==> config.mk <==
export PLATFORM = sky130hd
export DESIGN_NAME = uart_frame_decoder
export DESIGN_NICKNAME = d
export VERILOG_FILES = /design/src/rtl/uart_frame_decoder.sv
export SDC_FILE = /design/constraint.sdc
export NUM_CORES = 1
export LEC_CHECK = 0
export CAP_MARGIN = 20
export CORE_UTILIZATION = 35
export DETAILED_ROUTE_END_ITERATION = 7
export PLACE_DENSITY_LB_ADDON = 0.08
export SLEW_MARGIN = 20
export SYNTH_ARGS = -nofsm -noshare
export SYNTH_HDL_FRONTEND = slang
export SYNTH_SLANG_ARGS = --single-unit
==> constraint.sdc <==
create_clock -name clk -period 4.6 [get_ports clk]
set_clock_uncertainty 0.1 [all_clocks]
set_input_delay 0.46 -clock clk [delete_from_list [all_inputs] [get_ports clk]]
set_output_delay 0.46 -clock clk [all_outputs]
set_load 0.03 [all_outputs]
==> src/rtl/uart_frame_decoder.sv <==
// Reassembles the 10-byte blackjack status/card frame from the UART RX FIFO and
// publishes the remote flags and dealer cards only when a complete, in-order frame arrives.
module uart_frame_decoder #(
    parameter int N_CARDS        = 9,
    parameter int TIMEOUT_CYCLES = 100000
) (
    input  logic                   clk,
    input  logic                   rst,
    input  logic                   rx_empty,
    input  logic [7:0]             r_data,
    output logic                   rd_uart,
    output logic                   remote_start,
    output logic                   remote_deal,
    output logic                   remote_dealer_finished,
    output logic [4*N_CARDS-1:0]   dealer_cards,
    output logic                   frame_valid,
    output logic                   frame_error,
    output logic [7:0]             error_count
);

    localparam int             TW        = $clog2(TIMEOUT_CYCLES + 1);
    localparam logic [3:0]     LAST_IDX  = 4'(N_CARDS);
    localparam logic [TW-1:0]  TIMER_MAX = TW'(TIMEOUT_CYCLES - 1);

    typedef enum logic {HUNT = 1'b0, COLLECT = 1'b1} state_t;

    state_t        state_reg;
    logic          rd_uart_reg;
    logic [7:0]    byte_reg;
    logic          byte_vld_reg;
    logic [3:0]    expected_reg;
    logic [2:0]    flags_shadow_reg;
    logic [TW-1:0] timer_reg;
    logic          commit_reg;
    logic          abort_reg;
    logic [2:0]    flags_out_reg;
    logic          frame_valid_reg;
    logic          frame_error_reg;
    logic [7:0]    error_count_reg;

    logic [3:0] idx;
    logic [3:0] val;
    logic       is_status;
    logic       card_ok;
    logic       timeout_hit;

    assign idx       = byte_reg[3:0];
    assign val       = byte_reg[7:4];
    assign is_status = (idx == 4'd0) && !byte_reg[7];
    assign card_ok   = (state_reg == COLLECT) && byte_vld_reg && (idx == expected_reg)
                       && (idx != 4'd0) && (idx <= LAST_IDX);
    // A byte being decoded this cycle always beats an expiring timer.
    assign timeout_hit = (state_reg == COLLECT) && !byte_vld_reg && !rd_uart_reg
                         && (timer_reg == TIMER_MAX);

    // Pop at most every other cycle so the FIFO's lagging empty flag never causes an underflow.
    always_ff @(posedge clk) begin
        if (rst) begin
            rd_uart_reg  <= 1'b0;
            byte_vld_reg <= 1'b0;
            byte_reg     <= 8'h00;
        end else begin
            rd_uart_reg  <= !rx_empty && !rd_uart_reg;
            byte_vld_reg <= rd_uart_reg;
            if (rd_uart_reg)
                byte_reg <= r_data;
        end
    end

    always_ff @(posedge clk) begin
        if (rst) begin
            state_reg        <= HUNT;
            expected_reg     <= 4'd0;
            flags_shadow_reg <= 3'b000;
            timer_reg        <= '0;
            commit_reg       <= 1'b0;
            abort_reg        <= 1'b0;
        end else begin
            commit_reg <= 1'b0;
            abort_reg  <= 1'b0;

            if (rd_uart_reg || byte_vld_reg || (state_reg == HUNT) || timeout_hit)
                timer_reg <= '0;
            else
                timer_reg <= timer_reg + 1'b1;

            if (byte_vld_reg) begin
                case (state_reg)
                    HUNT: begin
                        if (is_status) begin
                            flags_shadow_reg <= byte_reg[6:4];
                            expected_reg     <= 4'd1;
                            state_reg        <= COLLECT;
                        end
                    end
                    COLLECT: begin
                        if (card_ok) begin
                            expected_reg <= expected_reg + 4'd1;
                            if (idx == LAST_IDX) begin
                                commit_reg <= 1'b1;
                                state_reg  <= HUNT;
                            end
                        end else if (is_status) begin
                            // A fresh status byte aborts the old frame but starts a new one.
                            abort_reg        <= 1'b1;
                            flags_shadow_reg <= byte_reg[6:4];
                            expected_reg     <= 4'd1;
                        end else begin
                            abort_reg <= 1'b1;
                            state_reg <= HUNT;
                        end
                    end
                    default: state_reg <= HUNT;
                endcase
            end else if (timeout_hit) begin
                abort_reg <= 1'b1;
                state_reg <= HUNT;
            end
        end
    end

    always_ff @(posedge clk) begin
        if (rst) begin
            frame_valid_reg <= 1'b0;
            frame_error_reg <= 1'b0;
            flags_out_reg   <= 3'b000;
            error_count_reg <= 8'd0;
        end else begin
            frame_valid_reg <= commit_reg;
            frame_error_reg <= abort_reg;
            if (commit_reg)
                flags_out_reg <= flags_shadow_reg;
            if (abort_reg && (error_count_reg != 8'hFF))
                error_count_reg <= error_count_reg + 8'd1;
        end
    end

    // Each slot keeps a shadow value; published values move only on commit.
    genvar gi;
    generate
        for (gi = 0; gi < N_CARDS; gi++) begin : g_slot
            logic [3:0] shadow_reg;
            logic [3:0] card_out_reg;
            always_ff @(posedge clk) begin
                if (rst) begin
                    shadow_reg   <= 4'd0;
                    card_out_reg <= 4'd0;
                end else begin
                    if (card_ok && (expected_reg == 4'(gi + 1)))
                        shadow_reg <= val;
                    if (commit_reg)
                        card_out_reg <= shadow_reg;
                end
            end
            assign dealer_cards[4*gi +: 4] = card_out_reg;
        end
    endgenerate

    assign rd_uart                = rd_uart_reg;
    assign remote_start           = flags_out_reg[2];
    assign remote_deal            = flags_out_reg[1];
    assign remote_dealer_finished = flags_out_reg[0];
    assign frame_valid            = frame_valid_reg;
    assign frame_error            = frame_error_reg;
    assign error_count            = error_count_reg;

endmodule

[Word level (Yosys, flattened, before mapping)]
Index checks and enable logic that the tools add are counted.
Cells by class
  reductions and logical operators: 32
  bitwise gates (word level): 3
  mux-type cells: 17
  $lt $le $gt $ge: 1
  add/sub/neg operators: 3
  equal/unequal tests: 14
Operators with widths (number)
  1-bit logical AND: 19
  17-bit by 1-bit adder with 17-bit output, second input constant: 1
  17-bit equality test, second input constant: 1
  4-bit by 3-bit equality test with 1-bit output, second input constant: 4
  4-bit equality test, second input constant: 3
  1-bit 2-to-1 mux: 10
  8-bit by 1-bit adder with 8-bit output, second input constant: 1
  4-bit by 2-bit equality test with 1-bit output, second input constant: 2
  4-bit 2-to-1 mux: 2
  8-bit inequality test, second input constant: 1
  4-bit one-hot mux with 2 select lines: 1
  3-bit 2-to-1 mux: 2
  3-bit one-hot mux with 2 select lines: 1
  4-bit by 1-bit adder with 4-bit output, second input constant: 1
  4-bit by 1-bit equality test with 1-bit output, second input constant: 1
  4-bit equality test: 1
  4-bit <= comparator, second input constant: 1
  1-bit logical NOT: 4
  4-bit logical NOT: 1
  4-bit nonzero test: 1
  4-bit OR reduction: 1
  1-bit logical OR: 3
  1-bit NOT: 3
  2-bit inequality test, second input constant: 1
  other kinds (4): 4
Storage, ports and cells
  output and inout port bits: 50
  flip-flop bits (word level): 122

[Longest topological paths before layout]
  depth after elaboration: 7
  gate-level depth with buffers: 7
  gate-level depth less buffers: 6

[Least setup slack after synthesis]
No wires, ideal clock.
  path type: reg-to-reg
  from: register error_count_reg[0] (netlist: error_count[0])
  to: register error_count_reg[5] (netlist: error_count[5])
  setup slack: 2.813 ns
  required time: 4.372 ns
  data arrival time: 1.560 ns
  stages on the path, launching flop included: 7
  setup time: 0.128 ns
  cell sequence: dfxtp_1 > ha_1 > nand3_1 > o21ai_1 > nor3_1 > xnor2_1 > nor2_1
On the way
  longest elaborated chain between the ends: 2
  elaborated cells between the ends (all ways): 3
Ends and longest elaborated chain
  start, declared: line 39  | logic [7:0] error_count_reg;
  start signal, assigned: line 134  | error_count_reg <= error_count_reg + 8'd1;
  parallel branches: the longest is 2 deep, another holds 8-bit by 1-bit adder with 8-bit output
Parallel ways; which one is timed is not known.
A chain may end at the register's enable or synchronous reset.

[Worst setup path after layout]
  from: register rd_uart_reg (netlist: rd_uart)
  to: output port rd_uart
RTL lines
  start, declared: line 28  | logic rd_uart_reg;
  start signal, assigned: line 63  | rd_uart_reg <= !rx_empty && !rd_uart_reg;
  end, declared: line 11  | output logic rd_uart,
No word-level cell between the ends.

==> qor.csv <==
metric,value,unit
Final ANT Viol Nets,0,
WL met3,388,um
reg2reg path depth,5,
Die W,121,um
max-slew violations,0,
hold endpoint,flags_shadow_reg[2],
reg2reg start,expected_reg[2],
GRT overflow,0,
Die Area,14600,um^2
f_max,401,MHz
Placer Congestion,0.773,
min-delay src,flags_shadow_reg[2],
Area Overhead vs Synth,25.5,%
Max IR drop VDD,0.189,mV
# clock sinks,122,
vias in the first global route,3438,
Initial DRC Count,140,
dpl cell area,5640,um^2
flip-flop and latch count after synthesis,122,
wire per inst,14.2,um
top layer in use,met4,
htree depth,4,
critical path's largest stage delay,790,ps
slew margin rel.,27.2,%
"Hold Vio Cnt, Final",0,
post-route DRC violation count,0,
Worst Path Required,4040,ps
asr flop ratio synth,0,%
"Seq/Total Area, Yosys",49.5,%
largest net degree at the start of global routing,68,
"commonest non-fill, non-tap cell in the layout",dfxtp_1,
Seq pwr share,45.9,%
critical path class,reg2out,
# setup viols final,0,
"Primary FF master, synth",dfxtp_1,
Worst-Margin Slew,1090,ps
Syn Area/Cell,10.0,um^2
post-route setup slack,2110,ps
Static Leak,2.32,nW
CTS resizes,0,
hold slack final,354,ps
kind of cell adding the most delay to the critical path,buffers and inverters,
Site Rows,43,
Worst EP arrival,1930,ps
Syn Nets,509,
"Cell Chain, Critical Path",clkdlybuf4s50_1,
diodes inserted,0,
RSZ-0062 raised after global routing,false,
core area,13800,um^2
Filler cells,1319,
crit path max-delay cell type,clkdlybuf4s50_1,
area of the multi-input gates,2320,um^2
final worst path period need,2490,ps
Pre-antenna DRT Iters,4,
Initial Util,35.7,%
Routed WL,10400,um
Max Root-Sink Buffers,2,
TNS Setup,0,ps
Global Route Usage Sum,15.6,%
Internal,1.87,mW
I/O pins,61,
Post-CTS Repair Setup Buffers,0,
layout cells sized above 1,7.97,%
CTS root buf,clkbuf_16,
"CTS clk-pin slew, worst paths",50,ps
WP buf/inv,1,
height of the die,121,um
CP Max Fanout,13,
drt via density,4.79,
R2R Setup Slk,2210,ps
"EDFF count, synth",0,
via count,3503,
worst skew pair latency,410,ps
critical path capture point type,output pin,
RR Endpoint,g_slot[8].shadow_reg[0],
Num CTS Buffers,17,
synth warn,0,
initial antenna violation count,0,
register area,2440,um^2
Logic pwr share,2.5,%
status,finished clean,
post-route cell area,6190,um^2
cts hold-fix bufs,0,
Hold Path Class,reg2reg,
Net Sw Frac,20.6,%
Gate Count Post-Synth,492,
max_cap viols,0,
DR WL met2,4780,um
TritonCTS clock tree,done,
post-synth design cell area,4930,um^2
Post-Route Utilization,44.8,%
Critical Path Start Type,flip-flop,
final net count,561,
hold path depth,2,
pwr dens,380,nW/um^2
Net Sw Power,0.484,mW
Setup WS pre-CTS,2190,ps
first-pass GRT wire length,17400,um
most frequent cells in the layout,"121 x dfxtp_1, 112 x nor2_1, 83 x mux2i_1",
Metal-1 WL,4970,um
PortBufs,60,
Tcrit/Tclk final,54.2,%
DP HPWL,6520,um
Netlist cell types,42,
clock group share of total power,51.7,%
[kinds of logic after synthesis]
family / share of synthesized area [%]
buf+inv: 3.63
compound gates: 7.23
flops: 49.5
fa+ha+maj: 1.52
mux: 16.8
xor+xnor: 3.91
simple gates: 17.3
[through the flow]
stage	power [mW]	instances
4_1_cts	2.38	732
3_5_place_dp	1.16	705
6_report	2.35	732
3_3_place_gp	1.16	705
5_1_grt	2.44	732
2_1_floorplan	1.14	492
[layout make-up]
class                      instances  area share (%)
clock buffer                      25            8.65
clock inverter                     2           0.162
inverter                          10           0.607
multi-input combinational        331            37.5
sequential                       122            39.5
tap                              180            3.64
timing repair buffer              62            9.91
[cells in the mapped netlist (3+ instances only)]
cell	count	area [um^2]
a21oi_1	9	45.0
and3_1	9	56.3
buf_1	5	18.8
buf_6	3	33.8
clkbuf_1	17	63.8
dfxtp_1	122	2440
ha_1	6	75.1
inv_1	10	37.5
mux2i_1	83	831
nand2_1	16	60.1
nand3_1	17	85.1
nand4_1	6	37.5
nor2_1	112	420
nor2b_1	4	25.0
nor3_1	7	35.0
nor4_1	4	25.0
o211ai_4	8	170
xnor2_1	15	131
xor2_1	7	61.3
[metal layers]
layer  global-route usage [%]  vias to the layer above
met4                     7.64                        0
met2                     24.5                       57
met3                     4.43                       19
met5                        0                        -
li1                         -                     1778
met1                     19.4                     1649
[power by group through the flow]
| stage | clock network, mW | logic [mW] | registers, mW |
|---|---|---|---|
| 6_report | 1.22 | 0.0579 | 1.08 |
| 5_1_grt | 1.29 | 0.0636 | 1.08 |
| 4_1_cts | 1.24 | 0.0590 | 1.08 |
| 3_5_place_dp | 0 | 0.0587 | 1.10 |
| 3_3_place_gp | 0 | 0.0582 | 1.10 |
| 2_1_floorplan | 0 | 0.0473 | 1.09 |
[worst max-delay path by stage]
stage	cells past startpoint	slack [ps]	endpoint	startpoint
finish	1	2110	rd_uart	rd_uart
global route	5	1980	g_slot[8].shadow_reg[0]	expected_reg[2]
CTS	1	2070	rd_uart	rd_uart
detailed placement	5	2190	g_slot[8].shadow_reg[0]	expected_reg[2]
global placement	5	2290	g_slot[8].shadow_reg[0]	expected_reg[2]
floorplan	6	2810	error_count[5]	error_count[0]
Power figures use the tool's default switching activity.
